[src/rtl/iq_frame_scheduler_pkg.sv]
// Shared constants for the I/Q frame scheduler: sample widths, frame phases,
// arbitration modes and sequencer state encodings.
package iq_frame_scheduler_pkg;

    localparam int ILength      = 14;
    localparam int QLength      = 14;
    localparam int IQ_FRAME_LEN = 16;

    localparam logic [3:0] IQ_SLOT_PHASE  = 4'd8;
    localparam logic [3:0] IQ_QLOAD_PHASE = 4'd0;
    localparam logic [3:0] IQ_LAST_PHASE  = 4'(IQ_FRAME_LEN - 1);

    localparam logic [1:0] MODE_DATA     = 2'd0;
    localparam logic [1:0] MODE_CAL      = 2'd1;
    localparam logic [1:0] MODE_CAL_PRIO = 2'd2;
    localparam logic [1:0] MODE_RR       = 2'd3;

    localparam logic [1:0] ST_IDLE  = 2'd0;
    localparam logic [1:0] ST_PRIME = 2'd1;
    localparam logic [1:0] ST_RUN   = 2'd2;
    localparam logic [1:0] ST_STOP  = 2'd3;

endpackage

[src/rtl/iq_source_arbiter.sv]
// Grant logic choosing the datapath or cal source for one serializer slot.
// Latency: combinational grant; round-robin pointer updates on the transfer edge.
// Backpressure: ready is raised to at most one source, only while slot_active.
module iq_source_arbiter
    import iq_frame_scheduler_pkg::*;
(
    input  logic       clk,
    input  logic       rst,
    input  logic [1:0] mode,
    input  logic       data_valid,
    input  logic       cal_valid,
    input  logic       slot_active,
    output logic       data_ready,
    output logic       cal_ready,
    output logic       sel_cal
);

    logic rr_cal;
    logic grant_cal;
    logic xfer;

    always_comb begin
        grant_cal = 1'b0;
        case (mode)
            MODE_DATA:     grant_cal = 1'b0;
            MODE_CAL:      grant_cal = 1'b1;
            MODE_CAL_PRIO: grant_cal = cal_valid;
            // round-robin: take the source whose turn it is, else the other if it has a sample
            default:       grant_cal = rr_cal ? (cal_valid || !data_valid)
                                              : (cal_valid && !data_valid);
        endcase
    end

    assign data_ready = slot_active && !grant_cal;
    assign cal_ready  = slot_active &&  grant_cal;
    assign sel_cal    = grant_cal;
    assign xfer       = (data_valid && data_ready) || (cal_valid && cal_ready);

    always_ff @(posedge clk or posedge rst) begin
        if (rst) begin
            rr_cal <= 1'b0;
        end else if (xfer) begin
            rr_cal <= !grant_cal;
        end
    end

endmodule

[src/rtl/iq_frame_scheduler.sv]
// Picks one I/Q sample per 16-clock serializer frame and sequences ser_start.
// Latency: sample taken at the frame_cnt=8 slot is sent as I and Q in the next frame.
// Backpressure: sources hold valid until their single-cycle ready; a missed slot sends zeros.
module iq_frame_scheduler
    import iq_frame_scheduler_pkg::*;
#(
    parameter int ILEN   = ILength,
    parameter int QLEN   = QLength,
    parameter int UCNT_W = 16
) (
    input  logic              clk,
    input  logic              rst,
    input  logic              enable,
    input  logic [1:0]        mode,
    input  logic [ILEN-1:0]   data_i,
    input  logic [QLEN-1:0]   data_q,
    input  logic              data_valid,
    output logic              data_ready,
    input  logic [ILEN-1:0]   cal_i,
    input  logic [QLEN-1:0]   cal_q,
    input  logic              cal_valid,
    output logic              cal_ready,
    output logic              ser_start,
    output logic [ILEN-1:0]   ser_i,
    output logic [QLEN-1:0]   ser_q,
    output logic [3:0]        frame_cnt,
    output logic              busy,
    output logic              underrun,
    output logic [UCNT_W-1:0] underrun_cnt
);

    logic [1:0]      state;
    logic [QLEN-1:0] q_pend;
    logic            stop_wrap;
    logic            in_frame;
    logic            slot_active;
    logic            sel_cal;
    logic            xfer;
    logic [ILEN-1:0] samp_i;
    logic [QLEN-1:0] samp_q;

    assign in_frame    = (state == ST_RUN) || (state == ST_STOP);
    assign slot_active = ((state == ST_PRIME) && enable) ||
                         (in_frame && (frame_cnt == IQ_SLOT_PHASE));
    assign xfer        = (data_valid && data_ready) || (cal_valid && cal_ready);
    assign samp_i      = sel_cal ? cal_i : data_i;
    assign samp_q      = sel_cal ? cal_q : data_q;
    assign busy        = (state != ST_IDLE);

    iq_source_arbiter u_arb (
        .clk         (clk),
        .rst         (rst),
        .mode        (mode),
        .data_valid  (data_valid),
        .cal_valid   (cal_valid),
        .slot_active (slot_active),
        .data_ready  (data_ready),
        .cal_ready   (cal_ready),
        .sel_cal     (sel_cal)
    );

    always_ff @(posedge clk or posedge rst) begin
        if (rst) begin
            state        <= ST_IDLE;
            ser_start    <= 1'b0;
            ser_i        <= '0;
            ser_q        <= '0;
            q_pend       <= '0;
            frame_cnt    <= '0;
            stop_wrap    <= 1'b0;
            underrun     <= 1'b0;
            underrun_cnt <= '0;
        end else begin
            underrun <= 1'b0;
            case (state)
                ST_IDLE: begin
                    ser_start <= 1'b0;
                    frame_cnt <= '0;
                    stop_wrap <= 1'b0;
                    if (enable) begin
                        state <= ST_PRIME;
                    end
                end
                ST_PRIME: begin
                    if (!enable) begin
                        state <= ST_IDLE;
                    end else if (xfer) begin
                        ser_i     <= samp_i;
                        q_pend    <= samp_q;
                        ser_start <= 1'b1;
                        frame_cnt <= '0;
                        state     <= ST_RUN;
                    end
                end
                default: begin
                    frame_cnt <= frame_cnt + 4'd1;
                    if (slot_active) begin
                        if (xfer) begin
                            ser_i  <= samp_i;
                            q_pend <= samp_q;
                        end else begin
                            ser_i    <= '0;
                            q_pend   <= '0;
                            underrun <= 1'b1;
                            if (underrun_cnt != {UCNT_W{1'b1}}) begin
                                underrun_cnt <= underrun_cnt + UCNT_W'(1);
                            end
                        end
                    end
                    if (frame_cnt == IQ_QLOAD_PHASE) begin
                        ser_q <= q_pend;
                    end
                    if (state == ST_RUN) begin
                        if (!enable) begin
                            state     <= ST_STOP;
                            stop_wrap <= (frame_cnt == IQ_LAST_PHASE);
                        end
                    end else begin
                        if (frame_cnt == IQ_LAST_PHASE) begin
                            stop_wrap <= 1'b1;
                        end
                        // drop start one edge after the wrap so QDATA of the last frame completes
                        if ((frame_cnt == IQ_QLOAD_PHASE) && stop_wrap) begin
                            ser_start <= 1'b0;
                            frame_cnt <= '0;
                            state     <= ST_IDLE;
                        end
                    end
                end
            endcase
        end
    end

endmodule
[config.mk]
export PLATFORM = sky130hd
export DESIGN_NAME = iq_frame_scheduler
export DESIGN_NICKNAME = d
export VERILOG_FILES = /design/src/rtl/iq_frame_scheduler_pkg.sv /design/src/rtl/iq_source_arbiter.sv /design/src/rtl/iq_frame_scheduler.sv
export SDC_FILE = /design/constraint.sdc
export NUM_CORES = 1
export LEC_CHECK = 0
export BUFFER_PORTS_ARGS = -buffer_cell sky130_fd_sc_hd__buf_4
export CAP_MARGIN = 20
export CORE_ASPECT_RATIO = 1.2
export CORE_MARGIN = 5
export CORE_UTILIZATION = 30
export DETAILED_ROUTE_END_ITERATION = 8
export SLEW_MARGIN = 5
export SYNTH_ARGS = -nofsm -noshare
export SYNTH_HDL_FRONTEND = slang
export SYNTH_SLANG_ARGS = --single-unit
export TNS_END_PERCENT = 5
[constraint.sdc]
create_clock -name clk -period 6.2 [get_ports clk]
set_input_delay 0.31 -clock clk [delete_from_list [all_inputs] [get_ports clk]]
set_output_delay 0.31 -clock clk [all_outputs]
set_load 0.02 [all_outputs]
==> results of run 1 <==
[synthesized netlist by cell type (all sizes together) (11+ instances only)]
cell type   n
dfrtp      68
nand2      40
a211oi     29
nor2b      29
o31ai      29
o22ai      28
buf        17
mux2       15
nand3      13
o21ai      12
xnor2      12
inv        11
[sequential cells by signal, summed over array words and instances (netlist names)]
signal / flops
frame_cnt: 4
q_pend: 14
ser_i: 14
ser_q: 14
ser_start: 1
state: 2
stop_wrap: 1
u_arb.rr_cal: 1
underrun: 1
underrun_cnt: 16
[final cells by class]
type                       count  area (um^2)  area share
inverter                      11         41.3     0.00812
tap                          164          205      0.0403
clock buffer                   9          225      0.0443
sequential                    68         1700       0.334
multi-input combinational    282         1930       0.380
timing repair buffer         120          901       0.177
clock inverter                 6         80.1      0.0157
[routing by layer]
layer	up-vias	global-route usage
li1	1652	-
met1	1696	0.180
met2	97	0.232
met3	15	0.0273
met4	0	0.0615
met5	-	0
[metrics by stage]
step / cell area [um^2] / hold slack (ns) / cells / total power, uW
floorplan: 3820 / 0.445 / 386 / 1100
global placement: 4780 / 0.460 / 645 / 1370
detailed placement: 4780 / 0.463 / 645 / 1380
CTS: 5090 / 0.242 / 660 / 1920
global route: 5090 / 0.254 / 660 / 2010
finish: 5090 / 0.261 / 660 / 1890
[cells by family (layout without fill, tap and decap cells)]
kind of cell	Yosys count	count (layout)	synth area share
compound gates	123	123	0.233
simple gates	123	123	0.173
flops	68	68	0.446
buf+inv	36	146	0.0482
mux	16	16	0.0469
xor+xnor	13	13	0.0298
fa+ha+maj	7	7	0.0229
[how the worst max path moves through the flow]
stage	cells after the start	to	slack, ns	from
floorplan	10	underrun_cnt[14]	4.12	state[1]
finish	6	underrun_cnt[1]	3.67	state[1]
global route	7	underrun_cnt[4]	3.48	state[1]
CTS	6	underrun_cnt[1]	3.68	state[1]
detailed placement	6	underrun_cnt[1]	3.70	state[1]
global placement	6	underrun_cnt[1]	3.76	state[1]
[where the power goes]
group	switching (uW)	internal, uW	leakage, uW
Sequential	78.7	558	0.000922
Combinational	423	302	0.00128
Clock	184	347	0.000155
Total	686	1210	0.00235
[critical path, delay by kind of cell (launching register included)]
kind	cells	cell delay, ns
adders and majority gates	1	0.31
and+or+nand+nor	2	0.46
DFF	1	0.50
muxes	1	0.40
AOI/OAI and AO/OA	1	0.59
buffers and inverters	1	0.15
==> impl_metrics.env, run 1 <==
export IMPL_wl_met3_um=463
export IMPL_worst_pin_slew_ns=0.879
export IMPL_dieHeight_um=134
export IMPL_fillers=1252
export IMPL_io_buffers=115
export IMPL_cts_buffers=9
export IMPL_crit_fanout=12
export IMPL_core_mm2=0.0126
export IMPL_rsz0062_at_grt="no"
export IMPL_antenna_left=0
export IMPL_finish_utilization=0.405
export IMPL_syn_num_nets=456
export IMPL_cts_tree="done"
export IMPL_ys_types=51
export IMPL_finClkSkew_ns=0.00729
export IMPL_first_global_vias=3448
export IMPL_ctsHoldBuffers=0
export IMPL_met1_length_um=4640
export IMPL_finalMaxSlewViolations=0
export IMPL_drv_cap=0
export IMPL_grt_max_degree=69
export IMPL_vias=3460
export IMPL_required_ns=6.41
export IMPL_drive_above_1_share=0.333
export IMPL_ys_warn_count=0
export IMPL_vdd_drop_max_mv=0.141
export IMPL_fin_crit_ns=2.53
export IMPL_place_ws_ns=3.70
export IMPL_worstSkewPairLatency_ns=0.33
export IMPL_ioPinCount=116
export IMPL_syn_avg_cell_area_um2=9.89
export IMPL_die_w_um=113
export IMPL_top_layer="met4"
export IMPL_synth_edf_count=0
export IMPL_hp_start="cal_valid"
export IMPL_synthFlopType="dfrtp_1"
export IMPL_netlist_top_cell_by_area="dfrtp_1"
export IMPL_clockRootBuffer="clkbuf_16"
export IMPL_async_flop_share=1.00
export IMPL_grt_first_pass_wirelength_um=17500
export IMPL_crit_type="reg2reg"
export IMPL_ys_seq_area_frac=0.446
export IMPL_holdPathStages=2
export IMPL_tns_ns=0
export IMPL_ff2ff_path_depth=6
export IMPL_fp_dieArea_mm2=0.0151
export IMPL_place_hpwl_um=7440
export IMPL_rr_startpoint="state[1]"
export IMPL_cp_start_kind="register"
export IMPL_layout_common_cells="buf_4, dfrtp_1, nand2_1"
export IMPL_path_cells="inv_1 > ha_1 > nor2_2 > nand4_1 > a311oi_4 > mux2_2"
export IMPL_cts_buffer_depth=2
export IMPL_hp_class="in2reg"
export IMPL_route_detailed_drc=0
export IMPL_initial_core_util=0.304
export IMPL_cts_resized_gates=0
export IMPL_drt_iter0_markers=124
export IMPL_cp_slowest_cell="a311oi_4"
export IMPL_num_rows=45
export IMPL_post_drt_wl_per_cell_um=16.1
export IMPL_end_kind="register"
export IMPL_ys_seq_elements=68
export IMPL_gp_congestion=0.918
export IMPL_cp_arrival_ns=2.74
export IMPL_relSlewSlack=0.414
export IMPL_grt_antenna_before_repair=0
export IMPL_hold_viol_final=0
export IMPL_synth_top_area_frac=0.446
export IMPL_outcome="finished clean"
export IMPL_finalSetupViolations=0
export IMPL_wl_met2_um=5260
export IMPL_r2r_slack_ns=3.67
export IMPL_drtPass1Iterations=5
export IMPL_diodes=0
export IMPL_worstReg2RegEnd="underrun_cnt[1]"
export IMPL_cellPowerDensity_mw_per_mm2=372
export IMPL_routed_wirelength_um=10600
export IMPL_grt_overflow=0
export IMPL_post_cts_buffers=0
export IMPL_cts_max_level=3
export IMPL_fmax_mhz=395
export IMPL_clk_pin_slew_ns=0.05
export IMPL_nets=562
export IMPL_whs_endpoint="u_arb.rr_cal"
export IMPL_critical_path_max_stage_delay_ns=0.59
export IMPL_leakage_uw=0.00235
export IMPL_period_share=0.409
export IMPL_synthTopCellsByArea="dfrtp_1, a211oi_1, o31ai_1"
export IMPL_cts_sinks=68
export IMPL_synthCells=386
export IMPL_via_per_inst=5.24
export IMPL_layout_commonest_cell="buf_4"
export IMPL_netlist_area_mm2=0.00382
export IMPL_syn_to_final_growth_pct=33.2
export IMPL_setup_ws_ns=3.67
export IMPL_track_usage=0.141
Power figures use the tool's default switching activity.
==> run 2: changes to the inputs <==
--- a/config.mk
+++ b/config.mk
@@ -5,6 +5,7 @@
 export SDC_FILE = /design/constraint.sdc
 export NUM_CORES = 1
 export LEC_CHECK = 0
+export ABC_AREA = 1
 export BUFFER_PORTS_ARGS = -buffer_cell sky130_fd_sc_hd__buf_4
 export CAP_MARGIN = 20
 export CORE_ASPECT_RATIO = 1.2
==> constraint.sdc (replaced) <==
create_clock -name clk -period 2.1 [get_ports clk]
set_input_delay 0.105 -clock clk [delete_from_list [all_inputs] [get_ports clk]]
set_output_delay 0.105 -clock clk [all_outputs]
set_load 0.02 [all_outputs]
==> run 2 against run 1 <==
Critical path type is now reg2out. Non-clock buffer count is 12 higher. Synthesized area increased by 3.8%. Highest routed layer unchanged. Die area rose by 3.5%. Cell area is 6.0% higher.
==> impl_metrics.env, run 2 <==
export IMPL_finalSetupViolations=0
export IMPL_tns_ns=0
export IMPL_grt_first_pass_wirelength_um=18500
export IMPL_grt_max_degree=34
export IMPL_ys_seq_area_frac=0.429
export IMPL_place_hpwl_um=8390
export IMPL_finClkSkew_ns=0.00513
export IMPL_netlist_top_cell_by_area="dfrtp_1"
export IMPL_ff2ff_path_depth=11
export IMPL_largest_reg_flops=16
export IMPL_worstSkewPairLatency_ns=0.33
export IMPL_syn_num_nets=559
export IMPL_cellPowerDensity_mw_per_mm2=1140
export IMPL_clk_pin_slew_ns=0.05
export IMPL_cp_arrival_ns=1.89
export IMPL_die_w_um=115
export IMPL_io_buffers=115
export IMPL_crit_fanout=5
export IMPL_routed_wirelength_um=12000
export IMPL_fp_dieArea_mm2=0.0156
export IMPL_rsz0062_at_grt="no"
export IMPL_post_drt_wl_per_cell_um=15.5
export IMPL_num_rows=46
export IMPL_cts_buffers=9
export IMPL_gp_congestion=0.916
export IMPL_diodes=0
export IMPL_required_ns=2.00
export IMPL_core_mm2=0.0131
export IMPL_finish_utilization=0.413
export IMPL_synth_top_area_frac=0.429
export IMPL_synthCells=489
export IMPL_syn_to_final_growth_pct=36.0
export IMPL_cts_tree="done"
export IMPL_layout_commonest_cell="nand2_1"
export IMPL_first_global_vias=3770
export IMPL_cts_sinks=68
export IMPL_cp_start_kind="register"
export IMPL_rr_startpoint="frame_cnt[0]"
export IMPL_vdd_drop_max_mv=0.474
export IMPL_layout_common_cells="nand2_1, buf_4, dfrtp_1"
export IMPL_synthFlopType="dfrtp_1"
export IMPL_via_per_inst=4.97
export IMPL_cts_buffer_depth=2
export IMPL_hp_start="data_valid"
export IMPL_ys_types=33
export IMPL_cts_max_level=3
export IMPL_grt_overflow=0
export IMPL_hold_viol_final=0
export IMPL_netlist_area_mm2=0.00396
export IMPL_hp_class="in2reg"
export IMPL_placed_area_mm2=0.00498
export IMPL_synth_most_common_cell="nand2_1"
export IMPL_drtPass1Iterations=4
export IMPL_dieHeight_um=136
export IMPL_clockRootBuffer="clkbuf_16"
export IMPL_drive_above_1_share=0.302
export IMPL_nets=675
export IMPL_final_area_mm2=0.00539
export IMPL_route_detailed_drc=0
export IMPL_finalMaxSlewViolations=0
export IMPL_fmax_mhz=502
export IMPL_end_kind="primary output"
export IMPL_holdPathStages=3
export IMPL_fin_crit_ns=1.99
export IMPL_syn_avg_cell_area_um2=8.11
export IMPL_grt_antenna_before_repair=0
export IMPL_worstReg2RegEnd="ser_i[9]"
export IMPL_setup_ws_ns=0.106
export IMPL_p_total_uw=6160
export IMPL_drt_iter0_markers=185
export IMPL_vias=3867
export IMPL_worst_pin_slew_ns=0.571
export IMPL_relSlewSlack=0.619
export IMPL_whs_endpoint="u_arb.rr_cal"
export IMPL_synth_edf_count=0
export IMPL_synthTopCellsByArea="dfrtp_1, nand2_1, nand3_1"
export IMPL_async_flop_share=1.00
export IMPL_place_ws_ns=0.00929
export IMPL_ys_warn_count=0
export IMPL_antenna_left=0
export IMPL_period_share=0.949
export IMPL_ys_seq_elements=68
export IMPL_outcome="finished clean"
export IMPL_track_usage=0.149
export IMPL_ioPinCount=116
export IMPL_top_register="underrun_cnt"
export IMPL_synthTopCellsByCount="nand2_1, dfrtp_1, nand3_1, o2111ai_1, inv_1"
export IMPL_initial_core_util=0.303
export IMPL_crit_type="reg2out"
export IMPL_leakage_uw=0.00288
export IMPL_r2r_slack_ns=0.12
export IMPL_drv_cap=0
==> run 2: changes by cell type in the layout (fill, tap and decap cells not counted), sizes merged, moves of 6 or more <==
cell	previous run	this run
o31ai	29	0
and3	7	0
nand3	13	61
o2111ai	0	28
nor2	10	18
o21ai	12	6
o22ai	28	2
a211oi	29	0
nor2b	29	0
inv	11	27
xnor2	12	5
xor2	1	8
buf	120	131
nand2	40	196
==> run 2: kinds of logic (layout without fill, tap and decap cells) <==
family,count (synthesis),count (layout),synth area share
adders and majority gates,7,7,0.0221
AOI/OAI and AO/OA,43,43,0.0862
buffers and inverters,56,175,0.0726
muxes,14,14,0.0398
xor gates and xnor gates,13,13,0.0287
and+or+nand+nor,288,290,0.321
DFF,68,68,0.429
==> run 2: stage by stage <==
step	instances	hold WS, ns
after floorplan	489	0.297
after global placement	757	0.205
after detailed placement	757	0.215
after CTS	774	0.129
after global routing	778	0.165
final	778	0.157
==> run 2: power breakdown <==
group / switching (uW) / total (uW) / internal, uW
clock: 550 / 1620 / 1070
combinational: 1690 / 2700 / 1010
sequential: 219 / 1840 / 1620
total: 2460 / 6160 / 3700
==> run 2: worst max-delay path by stage <==
| stage | start | to | depth (start not counted) |
|---|---|---|---|
| floorplan | state[1] | ser_q[13] | 6 |
| global placement | state[0] | underrun_cnt[12] | 11 |
| detailed placement | state[1] | ser_i[9] | 9 |
| CTS | state[1] | q_pend[10] | 9 |
| global route | state[0] | q_pend[12] | 10 |
| finish | state[0] | cal_ready | 8 |
==> run 2: critical path: stages (launching register included) <==
cell and delay (ns):
dfrtp_2 0.42, buf_4 0.14, ha_1 0.17, or2_1 0.23
nand2_1 0.09, nand2_2 0.11, inv_2 0.15, nor2_1 0.08
buf_4 0.16
==> run 2: layout make-up <==
type,count,area (um^2)
Clock buffer,11,243
Clock inverter,5,75.1
Fill cell,1296,7670
Inverter,27,101
Multi-Input combinational cell,367,2040
Sequential cell,68,1700
Tap cell,168,210
Timing Repair Buffer,132,1020
==> run 2: what timing repair did <==
item / in CTS / in global routing
endpoints found under the hold margin: 24 / 0
buffers inserted: 0 / 2
hold buffers: 1 / 0
setup endpoints to repair: 29 / 47
pin swaps: 0 / 2
resized for setup: 2 / 11
gates cloned: 0 / 2
==> run 2: routing by layer <==
metal  vias to the layer above  part of all wire  track usage
li1                       1869                 -            -
met2                       112              0.51        0.264
met4                         0             0.020       0.0483
met1                      1865              0.42        0.178
met5                         -                 0            0
met3                        21             0.056       0.0356
